[config.mk]
export PLATFORM = sky130hd
export DESIGN_NAME = requant_argmax_pipe
export DESIGN_NICKNAME = d
export VERILOG_FILES = /design/src/rtl/requant_argmax_pipe.sv
export SDC_FILE = /design/constraint.sdc
export NUM_CORES = 2
export LEC_CHECK = 0
export ABC_AREA = 1
export CAP_MARGIN = 40
export CORE_MARGIN = 1.5
export CORE_UTILIZATION = 40
export DETAILED_ROUTE_END_ITERATION = 10
export SYNTH_ARGS = -nofsm -noshare
export SYNTH_HDL_FRONTEND = slang
export SYNTH_SLANG_ARGS = --single-unit
[constraint.sdc]
create_clock -name clk -period 7.79 [get_ports clk]
set_input_delay 0.779 -clock clk [delete_from_list [all_inputs] [get_ports clk]]
set_output_delay 0.779 -clock clk [all_outputs]
set_load 0.02 [all_outputs]
[src/rtl/requant_argmax_pipe.sv]
// requant_argmax_pipe: three-stage bias/scale/shift/offset/clamp requantiser
// with a per-frame running argmax over the first NUM_CLASSES outputs.
module requant_argmax_pipe #(
  parameter int ACC_W       = 25,
  parameter int OUT_W       = 8,
  parameter int MULT_W      = 16,
  parameter int SHIFT_W     = 5,
  parameter int NUM_CLASSES = 10,
  parameter int IDX_W       = $clog2(NUM_CLASSES)
) (
  input  logic                     clk,
  input  logic                     rst_n,
  input  logic                     cfg_load,
  input  logic signed [ACC_W-1:0]  cfg_bias,
  input  logic        [MULT_W-1:0] cfg_mult,
  input  logic       [SHIFT_W-1:0] cfg_shift,
  input  logic                     cfg_round,
  input  logic signed [OUT_W-1:0]  cfg_offset,
  input  logic signed [OUT_W-1:0]  cfg_min,
  input  logic signed [OUT_W-1:0]  cfg_max,
  output logic                     busy,
  input  logic                     in_valid,
  output logic                     in_ready,
  input  logic signed [ACC_W-1:0]  in_data,
  input  logic                     in_last,
  output logic                     out_valid,
  input  logic                     out_ready,
  output logic signed [OUT_W-1:0]  out_data,
  output logic                     out_last,
  output logic                     argmax_valid,
  output logic        [IDX_W-1:0]  argmax_idx,
  output logic signed [OUT_W-1:0]  argmax_val
);
  localparam int SW = ACC_W + 1;
  localparam int PW = ACC_W + MULT_W + 2;
  localparam int CW = $clog2(NUM_CLASSES + 1);
  localparam logic signed [OUT_W-1:0] OMIN = {1'b1, {(OUT_W-1){1'b0}}};
  localparam logic signed [OUT_W-1:0] OMAX = {1'b0, {(OUT_W-1){1'b1}}};
  logic signed [ACC_W-1:0]  bias_q;
  logic        [MULT_W-1:0] mult_q;
  logic       [SHIFT_W-1:0] shift_q;
  logic                     round_q;
  logic signed [OUT_W-1:0]  offset_q, min_q, max_q;
  logic                     s1_v_q, s1_last_q, s2_v_q, s2_last_q, out_valid_q, out_last_q;
  logic        [PW-1:0]     s1_p_q, p_d, rnd_d;
  logic signed [PW-1:0]     s2_q_q, q_d, r_d, sh_d, lo_d, hi_d, lim_d;
  logic        [SW-1:0]     sum_d;
  logic signed [OUT_W-1:0]  out_data_q, res_d;
  logic                     en, hs, in_win, take;
  logic        [CW-1:0]     cnt_q, cnt_d;
  logic        [IDX_W-1:0]  cand_idx_q, cand_idx_d, am_idx_q;
  logic signed [OUT_W-1:0]  cand_val_q, cand_val_d, am_val_q;
  logic                     am_valid_q;
  assign en           = !out_valid_q || out_ready;
  assign in_ready     = en;
  assign busy         = s1_v_q || s2_v_q || out_valid_q;
  assign out_valid    = out_valid_q;
  assign out_data     = out_data_q;
  assign out_last     = out_last_q;
  assign argmax_valid = am_valid_q;
  assign argmax_idx   = am_idx_q;
  assign argmax_val   = am_val_q;
  // Operands are sign/zero-extended to the full product width so the
  // unsigned multiply yields the exact signed product.
  always_comb begin
    sum_d = {in_data[ACC_W-1], in_data} + {bias_q[ACC_W-1], bias_q};
    p_d   = {{(PW-SW){sum_d[SW-1]}}, sum_d} * {{(PW-MULT_W){1'b0}}, mult_q};
    rnd_d = (round_q && shift_q != '0) ? (PW'(1) << (shift_q - SHIFT_W'(1))) : '0;
    r_d   = $signed(s1_p_q + rnd_d);
    sh_d  = r_d >>> shift_q;
    q_d   = sh_d + $signed({{(PW-OUT_W){offset_q[OUT_W-1]}}, offset_q});
    lo_d  = $signed({{(PW-OUT_W){min_q[OUT_W-1]}}, min_q});
    hi_d  = $signed({{(PW-OUT_W){max_q[OUT_W-1]}}, max_q});
    lim_d = (s2_q_q < lo_d) ? lo_d : s2_q_q;
    res_d = (lim_d > hi_d) ? max_q : lim_d[OUT_W-1:0];
  end
  always_ff @(posedge clk) begin
    if (!rst_n) begin
      bias_q      <= '0;
      mult_q      <= MULT_W'(1);
      shift_q     <= '0;
      round_q     <= 1'b0;
      offset_q    <= '0;
      min_q       <= OMIN;
      max_q       <= OMAX;
      s1_v_q      <= 1'b0;
      s1_last_q   <= 1'b0;
      s1_p_q      <= '0;
      s2_v_q      <= 1'b0;
      s2_last_q   <= 1'b0;
      s2_q_q      <= '0;
      out_valid_q <= 1'b0;
      out_last_q  <= 1'b0;
      out_data_q  <= '0;
    end else begin
      if (cfg_load && !busy && !in_valid) begin
        bias_q   <= cfg_bias;
        mult_q   <= cfg_mult;
        shift_q  <= cfg_shift;
        round_q  <= cfg_round;
        offset_q <= cfg_offset;
        min_q    <= cfg_min;
        max_q    <= cfg_max;
      end
      if (en) begin
        s1_v_q      <= in_valid;
        s1_last_q   <= in_last;
        s1_p_q      <= p_d;
        s2_v_q      <= s1_v_q;
        s2_last_q   <= s1_last_q;
        s2_q_q      <= q_d;
        out_valid_q <= s2_v_q;
        out_last_q  <= s2_last_q;
        out_data_q  <= res_d;
      end
    end
  end
  // Element 0 always seeds the candidate; strict compare keeps the lowest index on ties.
  always_comb begin
    hs         = out_valid_q && out_ready;
    in_win     = cnt_q < CW'(NUM_CLASSES);
    take       = hs && in_win && (cnt_q == '0 || out_data_q > cand_val_q);
    cand_idx_d = take ? cnt_q[IDX_W-1:0] : cand_idx_q;
    cand_val_d = take ? out_data_q : cand_val_q;
    cnt_d      = !hs ? cnt_q : out_last_q ? '0 : in_win ? cnt_q + CW'(1) : cnt_q;
  end
  always_ff @(posedge clk) begin
    if (!rst_n) begin
      cnt_q      <= '0;
      cand_idx_q <= '0;
      cand_val_q <= OMIN;
      am_valid_q <= 1'b0;
      am_idx_q   <= '0;
      am_val_q   <= OMIN;
    end else begin
      cnt_q      <= cnt_d;
      cand_idx_q <= cand_idx_d;
      cand_val_q <= cand_val_d;
      am_valid_q <= hs && out_last_q;
      if (hs && out_last_q) begin
        am_idx_q <= cand_idx_d;
        am_val_q <= cand_val_d;
      end
    end
  end
endmodule

==> results.yml <==
die:
  fp-row-count: 107
  chipHeight_um: 297
  die-area_um2: 88500
  core_um2: 85500
  ios: 127
  initial_core_util_pct: 40.5
  die_w_um: 297
global_route:
  antenna_found_initial: 3
  grt.total_usage_pct: 26.8
  grt_pass1_vias: 33781
  overflow: 0
  grt_pass1_wl_um: 187000
  grt_max_degree: 83
status:
  status: "completed"
placement:
  post-dp-hpwl_um: 98100
  routabilityCongestion: 0.962
  dpl_cell_area_um2: 39800
  io_buffers: 126
power_and_ir_drop:
  p_switching_uw: 9120
  power_density_nw_per_um2: 427
  seq_power_share_pct: 8.3
  swShare_pct: 50.9
  leakagePower_uw: 0.0216
  pwr-share-clk_pct: 5.7
  total_power_uw: 17900
  combPwrFrac_pct: 85.9
  internal_power_uw: 8800
  ir_drop_v: 0.000473
synth:
  synth_edf_count: 0
  yosys-top-cells-count: "inv_1 (983), nand2_1 (956), nor2_1 (535)"
  synth.most_common_cell: "inv_1"
  async_reset_ff_share_pct: 0
  ys_seq_area_share_pct: 11.5
  yosys_register_bits: 200
  ys_top_cells_by_area: "fa_1 (24%), dfxtp_1 (12%), ha_1 (11%)"
  yosys.cell_types.count: 59
  synth_top_area_share_pct: 23.6
  yosysTopAreaCell: "fa_1"
  avgSynthCellArea_um2: 6.81
  synthesis.area_um2: 34700
  syn-num-nets: 5903
  syn_inst: 5094
  ys.flop_type: "dfxtp_1"
  yosysWarnings: 0
layout:
  final_core_util_pct: 49.1
  drive_gt1_share_pct: 14.4
  ff_latch_area_um2: 4000
  multi_input_area_um2: 27500
  layout-area-overhead-vs-synth_pct: 21.1
  antenna_cells: 0
  fillers: 8616
  finalNetCount: 6287
  design_area_um2: 42000
min_path:
  min_path_type: "reg -> reg"
  holdCritStartpoint: "s1_v_q$_SDFFE_PN0P_"
  whs_endpoint: "s1_v_q$_SDFFE_PN0P_"
  hold_path_depth: 2
critical_path:
  r2r_slack_ns: 0.26
  reg2reg_from: "bias_q[0]$_SDFFE_PN0P_"
  reg2reg_depth: 35
  cpMostUsedCell: "fa_1"
  cp_slowest_cell: "fa_1"
  crit_fanout: 5
  cp-end-kind: "flop"
  max_stage_delay_ns: 0.58
  cp-start-kind: "input port"
  critPathTopFamily: "adder cells"
  crit_required_ns: 8.24
  rr_endpoint: "s1_p_q[38]$_SDFFE_PN0P_"
  arrival_ns: 8.08
  critPathBufInv: 8
  critical_path_class: "in -> reg"
routing:
  viasPerCell: 5.18
  wl_um: 118000
  remaining_drc_errors: 0
  wl_per_cell_um: 17.8
  ant_nets: 0
  dr.first_iter.drc_count: 2653
  dr_total_vias: 34359
  firstDrtPassIters: 6
sta:
  rsz0062_at_grt: "yes"
  period_minus_slack_ns: 7.63
  skew_ns: 0.0322
  setup_violations: 0
  slew_viol_final: 0
  timing.final.hold_violations: 0
  fmax_mhz: 131
  finalCritPeriodShare_pct: 97.9
  relSlewSlack_pct: 41.8
  tightest_slew_ns: 0.874
  whs_ns: 0.476
cts:
  cts_max_level: 4
  clock_sinks: 200
  root_buffer: "clkbuf_16"
  clock_latency_ns: 0.52
  clkTransAtPathRegs_ns: 0.08
  cts_made_buffers: 17
  cts_tree: "built"
  cts_hold_buf: 0
  cts_buffer_depth: 2
flow_run:
  cap_violations: 0
-- cells in the final DEF (no fill, tap or decap), drive strengths merged, types with 17 or more instances in the layout --
cell type      count
clkdlybuf4s50    112
clkbuf            17
buf              414
a21oi            267
nand4             44
o21ai            320
o211ai            55
o21bai            53
dfxtp            200
fa               408
a31oi             25
ha               299
nor3              26
a21o              18
nor2             548
inv             1012
clkinv            17
nand2            983
or2               44
nand3            463
xnor2             29
xor2              48
-- kinds of logic (layout without fill, tap and decap cells) --
kind of cell | after synthesis | after routing | share of synthesized area, %
adder cells (fa/ha/maj) | 707 | 707 | 34.3
buffers and inverters | 1192 | 1589 | 13.0
flip-flops | 200 | 200 | 11.5
other | 1 | 1 | 0.0108
AO/OA/AOI/OAI | 779 | 779 | 12.7
multiplexers | 3 | 3 | 0.0866
AND/OR/NAND/NOR | 2135 | 2135 | 26.3
XOR/XNOR | 77 | 77 | 1.97
-- flip-flops by register name (all words and copies together) (netlist names), 4 cells and up --
name	count
mult_q	16
offset_q	8
cand_val_q	8
s2_q_q	43
argmax_idx	4
s1_p_q	43
max_q	8
out_data	8
argmax_val	8
min_q	8
cnt_q	4
shift_q	5
bias_q	25
cand_idx_q	4
-- per-stage QoR --
stage | cells | worst slack [ns] | setup TNS (ns)
floorplan | 5094 | 0.392 | 0
global placement | 6584 | -0.826 | -15.89
detailed placement | 6584 | -0.822 | -16.17
CTS | 6618 | 0.00234 | 0
global route | 6635 | -0.0768 | -0.323
finish | 6635 | 0.164 | 0
-- how the worst max path moves through the flow --
stage / start / to / cells past startpoint
floorplan: in_data[2] / s1_p_q[41]$_SDFFE_PN0P_ / 30
global placement: in_data[4] / s1_p_q[34]$_SDFFE_PN0P_ / 39
detailed placement: in_data[4] / s1_p_q[34]$_SDFFE_PN0P_ / 39
CTS: in_data[2] / s1_p_q[34]$_SDFFE_PN0P_ / 39
global route: in_data[0] / s1_p_q[42]$_SDFFE_PN0P_ / 41
finish: in_data[0] / s1_p_q[38]$_SDFFE_PN0P_ / 36
-- power groups by stage --
stage | Combinational [uW] | Sequential (uW) | Clock [uW]
after floorplan | 7500 | 1420 | 0
after global placement | 13300 | 1510 | 0
after detailed placement | 13300 | 1510 | 0
after CTS | 13900 | 1480 | 1050
after global routing | 17000 | 1510 | 1090
final | 15400 | 1490 | 1030
-- what timing repair did --
action | 4_1_cts | 5_1_grt
pin swaps | 19 | 115
gates cloned | 0 | 0
endpoints found under the setup margin | 22 | 25
resized for setup | 75 | 243
setup buffers | 2 | 17
-- worst reg2reg max path, delay by kind of cell, from the launching register on --
kind                     cells  cell delay [ns]
adder cells (fa/ha/maj)      9             4.00
flip-flops                   1             0.32
buffers and inverters        7             0.66
AND/OR/NAND/NOR             14             1.63
AO/OA/AOI/OAI                5             0.87
-- layout make-up --
| class | instances | area share (%) |
|---|---|---|
| Clock buffer | 17 | 1.01 |
| Clock inverter | 15 | 0.486 |
| Multi-Input combinational cell | 3702 | 65.5 |
| Tap cell | 1144 | 3.41 |
| Sequential cell | 200 | 9.54 |
| Timing Repair Buffer | 539 | 10.9 |
| Inverter | 1018 | 9.15 |
-- metal layers --
layer | routed length (um) | track usage (%)
met5 | 45 | 0
met1 | 54000 | 37.4
met2 | 51700 | 41.9
met3 | 8550 | 4.81
met4 | 3710 | 8.31
Note: power is estimated with default switching activity, not from simulation.
